## src/rtl/hc194_serial_feeder.sv

```systemverilog
// Serial feeder for a 74HC194 shift register: shifts a DATA_W-bit word in one bit per CP cycle.
// Define FEEDER_CLEAR_EN to parallel-load CLR_VAL into the register before each word.
module hc194_serial_feeder #(
   parameter int         DATA_W  = 8,
   parameter logic [3:0] CLR_VAL = 4'b0000
) (
   input  logic              CP,
   input  logic              CR,
   input  logic [DATA_W-1:0] in_data,
   input  logic              in_valid,
   output logic              in_ready,
   input  logic              dir,
   output logic              S1,
   output logic              S0,
   output logic              Dsr,
   output logic              Dsl,
   output logic [3:0]        D,
   output logic              nib_strobe,
   output logic [1:0]        nib_idx,
   output logic              busy
);

   typedef enum logic [1:0] {
      IDLE  = 2'd0,
      CLR   = 2'd1,
      SHIFT = 2'd2
   } state_t;

   localparam logic [3:0] LAST = 4'(DATA_W - 1);

   state_t            state_q, state_d;
   logic [3:0]        cnt_q, cnt_d;
   logic [DATA_W-1:0] sh_q, sh_d;
   logic              dir_q, dir_d;
   logic [1:0]        s_q, s_d;
   logic              dsr_q, dsr_d;
   logic              dsl_q, dsl_d;
   logic [3:0]        d_q, d_d;
   logic              stb_q, stb_d;
   logic [1:0]        idx_q, idx_d;
   logic              busy_q, busy_d;
   logic              rdy_q, rdy_d;
   logic              load_bit;
   logic [DATA_W-1:0] src;

   always_ff @(posedge CP or negedge CR) begin
      if (!CR) begin
         state_q <= IDLE;
         cnt_q   <= 4'd0;
         s_q     <= 2'b00;
         dsr_q   <= 1'b0;
         dsl_q   <= 1'b0;
         d_q     <= 4'h0;
         stb_q   <= 1'b0;
         idx_q   <= 2'b00;
         busy_q  <= 1'b0;
         rdy_q   <= 1'b1;
      end else begin
         state_q <= state_d;
         cnt_q   <= cnt_d;
         s_q     <= s_d;
         dsr_q   <= dsr_d;
         dsl_q   <= dsl_d;
         d_q     <= d_d;
         stb_q   <= stb_d;
         idx_q   <= idx_d;
         busy_q  <= busy_d;
         rdy_q   <= rdy_d;
      end
   end

   // Word and direction are only read after acceptance, so they need no reset.
   always_ff @(posedge CP) begin
      sh_q  <= sh_d;
      dir_q <= dir_d;
   end

   always_comb begin
      state_d  = state_q;
      cnt_d    = cnt_q;
      sh_d     = sh_q;
      dir_d    = dir_q;
      s_d      = 2'b00;
      dsr_d    = 1'b0;
      dsl_d    = 1'b0;
      d_d      = 4'h0;
      stb_d    = 1'b0;
      idx_d    = 2'b00;
      load_bit = 1'b0;
      src      = sh_q;
      case (state_q)
         IDLE: begin
            if (in_valid) begin
               dir_d = dir;
               cnt_d = 4'd0;
`ifdef FEEDER_CLEAR_EN
               sh_d    = in_data;
               state_d = CLR;
`else
               src      = in_data;
               load_bit = 1'b1;
               state_d  = SHIFT;
`endif
            end
         end
         CLR: begin
            load_bit = 1'b1;
            state_d  = SHIFT;
         end
         SHIFT: begin
            // cnt_q is the bit the register takes on this edge; every fourth completes a nibble.
            if (cnt_q[1:0] == 2'b11) begin
               stb_d = 1'b1;
               idx_d = cnt_q[3:2];
            end
            if (cnt_q == LAST) begin
               state_d = IDLE;
            end else begin
               cnt_d    = cnt_q + 4'd1;
               load_bit = 1'b1;
            end
         end
         default: state_d = IDLE;
      endcase

      if (state_d == CLR) begin
         s_d = 2'b11;
         d_d = CLR_VAL;
      end

      // dir=0 presents the MSB on Dsr; dir=1 presents the LSB on Dsl.
      if (load_bit) begin
         s_d   = dir_d ? 2'b10 : 2'b01;
         dsr_d = ~dir_d & src[DATA_W-1];
         dsl_d = dir_d & src[0];
         sh_d  = dir_d ? (src >> 1) : (src << 1);
      end

      busy_d = (state_d != IDLE);
      rdy_d  = (state_d == IDLE);
   end

   assign in_ready   = rdy_q;
   assign busy       = busy_q;
   assign S1         = s_q[1];
   assign S0         = s_q[0];
   assign Dsr        = dsr_q;
   assign Dsl        = dsl_q;
   assign D          = d_q;
   assign nib_strobe = stb_q;
   assign nib_idx    = idx_q;

endmodule
```

## config.mk

```make
export PLATFORM = sky130hd
export DESIGN_NAME = hc194_serial_feeder
export DESIGN_NICKNAME = d
export VERILOG_FILES = /design/src/rtl/hc194_serial_feeder.sv
export SDC_FILE = /design/constraint.sdc
export NUM_CORES = 1
export LEC_CHECK = 0
export ABC_CLOCK_PERIOD_IN_PS = 1750
export CAP_MARGIN = 0
export CELL_PAD_IN_SITES_DETAIL_PLACEMENT = 1
export CELL_PAD_IN_SITES_GLOBAL_PLACEMENT = 2
export CORE_ASPECT_RATIO = 0.8
export CORE_UTILIZATION = 32
export CTS_CLUSTER_DIAMETER = 100
export DETAILED_ROUTE_END_ITERATION = 7
export HOLD_SLACK_MARGIN = 0.03
export PLACE_DENSITY = 0.84
export SYNTH_ARGS = -nofsm -noshare
export SYNTH_HDL_FRONTEND = slang
export SYNTH_SLANG_ARGS = --single-unit
```

## constraint.sdc

```tcl
create_clock -name CP -period 1.75 [get_ports CP]
set_input_delay 0.2625 -clock CP [delete_from_list [all_inputs] [get_ports CP]]
set_output_delay 0.2625 -clock CP [all_outputs]
set_load 0.1 [all_outputs]
```

==> flow_summary.toml, run 1 <==
[floorplan]
die-height_um = 57.51
start_util_pct = 34.56
std_cell_rows = 19
core_um2 = 3566
pin_count = 25
die_area_um2 = 4105
die_w_um = 71.39

[timing]
hold_viol = 0
finalSetupTns_ns = 0
period_needed_ns = 1.497
setup_viol = 0
slew_headroom_pct = 65.49
whs_ns = 0.3035
rsz0062_at_grt = "false"
clock_skew_ns = 0.003786
finalCritPeriodShare_pct = 85.54
max_freq_ghz = 0.6680
slew_violations = 0
tightest_slew_ns = 0.5169

[clock_network]
cts_root_buffer = "clkbuf_8"
htree_levels = 1
post_cts_resized = 0
cts_tree = "yes"
hold_buffers = 0
clkTransAtPathRegs_ns = 0.09
cts_buffer_depth = 2
clk_latency_ns = 0.26
cts_setup_buffers = 0
clkSinkCount = 24
cts_buffers = 3

[global_route]
antenna_found_initial = 0
grt_pass1_vias = 884
globalRouteOverflowTotal = 0
grt_max_degree = 21
grt_pass1_wl_mm = 4.188
grt_use_total_pct = 13.65

[finish]
syn_to_final_growth_pct = 25.99
antennaDiodeCount = 0
drive_gt1_share_pct = 22.48
finalInstanceArea_um2 = 1553
fin_nets = 144
fin_cells = 171

[worst_setup_path]
cp_max_fo = 8
rrSetupSlack_ns = 0.25
r2r_start = "cnt_q[0]"
critPathLaunch = "cnt_q[0]"
end_kind = "flop"
reg2reg_to = "sh_q[0]"
critPathCapture = "sh_q[0]"
cp.required_ns = 1.77
cp-start-kind = "flop"
path_class = "reg2reg"
reg2reg_depth = 4
worstPathArrival_ns = 1.51

[power_and_ir_drop]
power.total_w = 0.002486
p_per_area_nw_per_um2 = 1601
irDropWorstVdd_uv = 653.6
p_leak_nw = 0.6647

[detailed_routing]
finalWirelength_mm = 2.577
drtIter0Drc = 26
ant_nets = 0
wl_per_cell_um = 15.07
dr.pass1.iters = 6
dr_total_vias = 853
drc = 2
avgViaCountPerCell = 4.988

[status]
status = "finished with violations"
violations = "DRC"

[hold_path]
hp-class = "in2async"

[place]
gp_congestion = 0.8696
portBuffers = 20
placed_area_um2 = 1498
dpl.cell_count = 167
dp_hpwl_mm = 1.842

[yosys]
ys_warn_count = 0
syn_avg_cell_area_um2 = 11.74
synth-seq-cells = 24
synth_area_um2 = 1232
synthDistinctLibCells = 40
ys_seq_area_share_pct = 51.68
syn_inst = 105

[flow_run]
cap_violations = 0
==> synthesized netlist by cell type <==
cell       instances  area [um^2]
dfrtp_1           14        350.3
a21oi_1            8        40.04
edfxtp_1           8        240.2
a211oi_1           6        45.04
mux2i_1            6        60.06
nand3_1            6        30.03
nor2b_1            6        37.54
nand2_1            5        18.77
buf_4              4        30.03
and2_1             3        18.77
nand3b_1           3        22.52
buf_6              2        22.52
ha_1               2        25.02
inv_1              2        7.510
inv_2              2        7.510
nand2b_1           2        12.51
nor2_1             2        7.510
o21ai_2            2        17.52
a22o_1             1        8.760
a2bb2oi_1          1        8.760
a2bb2oi_4          1        26.28
and3_1             1        6.260
and3b_1            1        8.760
buf_2              1        5.000
buf_8              1        15.01
clkbuf_4           1        7.510
conb_1             1        3.750
dfstp_2            1        26.28
dfxtp_1            1        20.02
mux2_2             1        11.26
nand3_2            1        10.01
nand3b_2           1        11.26
nor2b_2            1        8.760
nor3b_4            1        18.77
o21ai_0            1        5.000
o21bai_1           1        7.510
o31ai_1            1        7.510
or3_1              1        6.260
or3b_1             1        8.760
or4_1              1        7.510
==> power breakdown <==
part	leakage (nW)	switching (W)	internal (W)	total, W
sequential	0.279	0.000191	0.000829	0.00102
clock	0.0288	0.000174	0.000201	0.000375
combinational	0.357	0.000683	0.000408	0.00109
==> critical path: stages (launching register included) <==
cell       delay [ns]
dfrtp_1          0.42
ha_1             0.28
nand3b_1         0.21
a2bb2oi_4        0.22
inv_2            0.12
==> cell usage in the layout (no fill, tap or decap), drive strengths merged, types with 2 or more instances in the layout <==
cell            n
nand3b          4
nor2b           7
nand2b          2
mux2i           6
clkdlybuf4s50  11
a2bb2oi         2
nor2            2
clkbuf          4
and2            3
conb            5
a211oi          6
nand3           7
inv             4
buf            14
ha              2
a21oi           8
edfxtp          8
dfrtp          14
o21ai           3
nand2           5
==> how the worst min path moves through the flow <==
stage	depth (start not counted)	end	from
floorplan	0	Dsl	CR
detailed placement	2	cnt_q[0]	cnt_q[0]
global placement	2	cnt_q[0]	cnt_q[0]
finish	2	Dsl	CR
global route	2	Dsl	CR
CTS	2	Dsl	CR
==> final cells by class <==
cell class / instances / area [um^2]
Sequential cell: 24 / 636.9
Timing Repair Buffer: 25 / 277.8
Tap cell: 42 / 52.55
Clock buffer: 4 / 55.05
Multi-Input combinational cell: 72 / 515.5
Inverter: 4 / 15.01
Fill cell: 393 / 2013
==> metrics by stage <==
step	utilization (%)	setup slack (ns)
after floorplan	-	0.4088
after global placement	42.00	0.06344
after detailed placement	42.00	0.02731
after CTS	43.54	0.2350
after global routing	43.54	0.1434
final	43.54	0.2530
==> logic make-up (layout without fill, tap and decap cells) <==
logic type / Yosys count / after routing / synth area share (%)
simple gates: 36 / 36 / 18.99
flops: 24 / 24 / 51.68
other cells: 1 / 5 / 0.3043
buf+inv: 13 / 33 / 7.716
mux: 7 / 7 / 5.787
fa+ha+maj: 2 / 2 / 2.030
compound gates: 22 / 22 / 13.50
==> registers in the layout, indices dropped and copies added (netlist names) <==
signal	cells
sh_q	8
s_q	2
Dsr	1
busy	1
Dsl	1
cnt_q	4
in_ready	1
dir_q	1
nib_idx	2
state_q	2
nib_strobe	1
==> layer usage <==
| metal | global-route usage, % | vias up | share of wire, % |
|---|---|---|---|
| met4 | 6.857 | 0 | 1.0 |
| met2 | 21.90 | 18 | 47 |
| li1 | - | 416 | - |
| met5 | 0 | - | 0 |
| met1 | 18.29 | 417 | 50 |
| met3 | 1.767 | 2 | 2.5 |
(Power assumes the default switching activity.)
==> run 2, diff against run 1 <==
--- a/config.mk
+++ b/config.mk
@@ -16,3 +16,3 @@
 export HOLD_SLACK_MARGIN = 0.03
-export PLACE_DENSITY = 0.84
+export PLACE_DENSITY_LB_ADDON = 0.2
 export SYNTH_ARGS = -nofsm -noshare
==> constraint.sdc (replaced) <==
create_clock -name CP -period 1.75 [get_ports CP]
set_input_delay 0.35 -clock CP [delete_from_list [all_inputs] [get_ports CP]]
set_output_delay 0.35 -clock CP [all_outputs]
set_load 0.1 [all_outputs]
==> run 2 against run 1 <==
Clock skew shrank 0.0021 ns. Sequential power is essentially flat. The flow still finishes with violations (DRC). Core utilization grew 2.5 points. Register-to-register slack lost 0.02 ns. Non-clock buffer count grew 2. Clock power grew 2%. Critical path type unchanged. Via count shrank 0.70%. Highest routed layer unchanged. Critical path depth is the same.
==> flow_summary.toml, run 2 (synthesis results as in run 1) <==
[power_and_ir_drop]
swShare_pct = 41.38
irDropWorstVdd_uv = 559.3
p_leak_nw = 0.6952
netSwitchingPower_w = 0.001060
power.total_w = 0.002561
comb_power_share_pct = 44.9
p_clk_share_pct = 14.9
p_seq_share_pct = 40.2
intPower_w = 0.001501
p_per_area_nw_per_um2 = 1559

[timing]
rsz0062_at_grt = "false"
slew_violations = 0
slew_headroom_pct = 60.47
setup_viol = 0
finalSetupTns_ns = 0
finalCritPeriodShare_pct = 86.68
clock_skew_ns = 0.001692
max_freq_ghz = 0.6592
period_needed_ns = 1.517
hold_viol = 0
tightest_slew_ns = 0.5922

[worst_setup_path]
end_kind = "flop"
worstPathArrival_ns = 1.48
cp.buffers_inverters = 1
rrSetupSlack_ns = 0.23
r2r_start = "cnt_q[0]"
cp_max_fo = 8
reg2reg_to = "sh_q[2]"
cp-start-kind = "flop"
cp.required_ns = 1.72
reg2reg_depth = 4
cp_cell_sequence = "ha_1 > nand3b_1 > a2bb2oi_4 > inv_2"
path_delay_family = "flip-flops"
crit_path_top_delay_cell = "dfrtp_1"
cpPeakStageDelay_ns = 0.43
path_class = "reg2reg"

[finish]
drive_gt1_share_pct = 23.66
top_register = "sh_q"
finalInstanceArea_um2 = 1643
reg.largest.list = "sh_q (8), cnt_q (4)"
syn_to_final_growth_pct = 33.30
layout_commonest_cell = "dfrtp_1"
largest_register_ff_count = 8
layout_common_cells = "dfrtp_1 (14), clkdlybuf4s50_1 (11), buf_12 (11)"
antennaDiodeCount = 0
fin_nets = 146

[clock_network]
htree_levels = 1
cts_buffer_depth = 2
cts_root_buffer = "clkbuf_8"
cts_buffers = 3
clkSinkCount = 24
clkTransAtPathRegs_ns = 0.08
cts_setup_buffers = 0
hold_buffers = 0
cts_tree = "yes"
post_cts_resized = 0
clk_latency_ns = 0.27

[floorplan]
start_util_pct = 34.56
die_w_um = 71.39
core_um2 = 3566
std_cell_rows = 19
die-height_um = 57.51
pin_count = 25
die_area_um2 = 4105

[detailed_routing]
ant_nets = 0
wl_met3_um = 136
wl_per_cell_um = 15.03
finalWirelength_mm = 2.600
avgViaCountPerCell = 4.896
drc = 3
route.met2.wl_mm = 1.135
dr.pass1.iters = 6
highest-signal-layer = "met4"
drt-met1-wl_mm = 1.306
drtIter0Drc = 53
dr_total_vias = 847

[place]
dp_hpwl_mm = 1.916
gp_congestion = 0.7947
placed_area_um2 = 1588
portBuffers = 20

[status]
violations = "DRC"
status = "finished with violations"

[global_route]
grt_pass1_vias = 933
antenna_found_initial = 0
grt_max_degree = 21
globalRouteOverflowTotal = 0
grt_pass1_wl_mm = 4.540
grt_use_total_pct = 14.74

[hold_path]
hp-class = "in2async"

[flow_run]
cap_violations = 0
-- run 2: cell count changes in the layout (fill, tap and decap cells not counted), sizes merged --
| cell | before | now |
|---|---|---|
| buf | 14 | 16 |
-- run 2: how the worst max path moves through the flow --
stage / start / endpoint / depth (start not counted)
after floorplan: state_q[1] / s_q[1] / 4
after global placement: in_valid / s_q[1] / 4
after detailed placement: in_valid / s_q[1] / 4
after CTS: cnt_q[0] / sh_q[2] / 4
after global routing: cnt_q[0] / sh_q[2] / 4
final: cnt_q[0] / sh_q[2] / 4
-- run 2: cell type report --
class / count / area [um^2]
sequential: 24 / 636.9
multi-input combinational: 72 / 515.5
tap: 42 / 52.55
timing repair buffer: 27 / 367.9
inverter: 4 / 15.01
fill: 398 / 1923
clock buffer: 4 / 55.05
-- run 2: routing by layer --
layer / global-route usage, % / up-vias
met4: 3.429 / 0
li1: - / 419
met2: 24.08 / 23
met3: 4.947 / 5
met1: 18.98 / 400
met5: 0 / -
-- run 2: through the flow --
stage	hold slack [ns]	utilization (%)	cells	setup WS (ns)
floorplan	0.05441	-	109	0.4088
global placement	0.5395	44.53	169	0.02210
global route	0.3921	46.07	173	0.1049
CTS	0.3916	46.07	173	0.2321
detailed placement	0.5563	44.53	169	-0.02818
finish	0.3854	46.07	173	0.2331
-- run 2: power groups by stage --
stage | logic [W] | clock network (W) | registers [W]
2_1_floorplan | 0.000512 | 0 | 0.00127
3_3_place_gp | 0.00114 | 0 | 0.00102
3_5_place_dp | 0.00116 | 0 | 0.00104
4_1_cts | 0.00116 | 0.000397 | 0.00103
5_1_grt | 0.00125 | 0.000421 | 0.00106
6_report | 0.00115 | 0.000381 | 0.00103
-- run 2: worst register-to-register path, stage by stage (launching register included) --
cell and delay, ns:
dfrtp_1 0.43, ha_1 0.28, nand3b_1 0.22, a2bb2oi_4 0.10, inv_2 0.19
==> run 3, diff against run 2 <==
Settings changed: CTS_CLUSTER_SIZE from default to 12, SLEW_MARGIN from default to 20.
==> results of run 3 <==
Same layout as run 2: the final DEF is identical, and so are final timing and power.
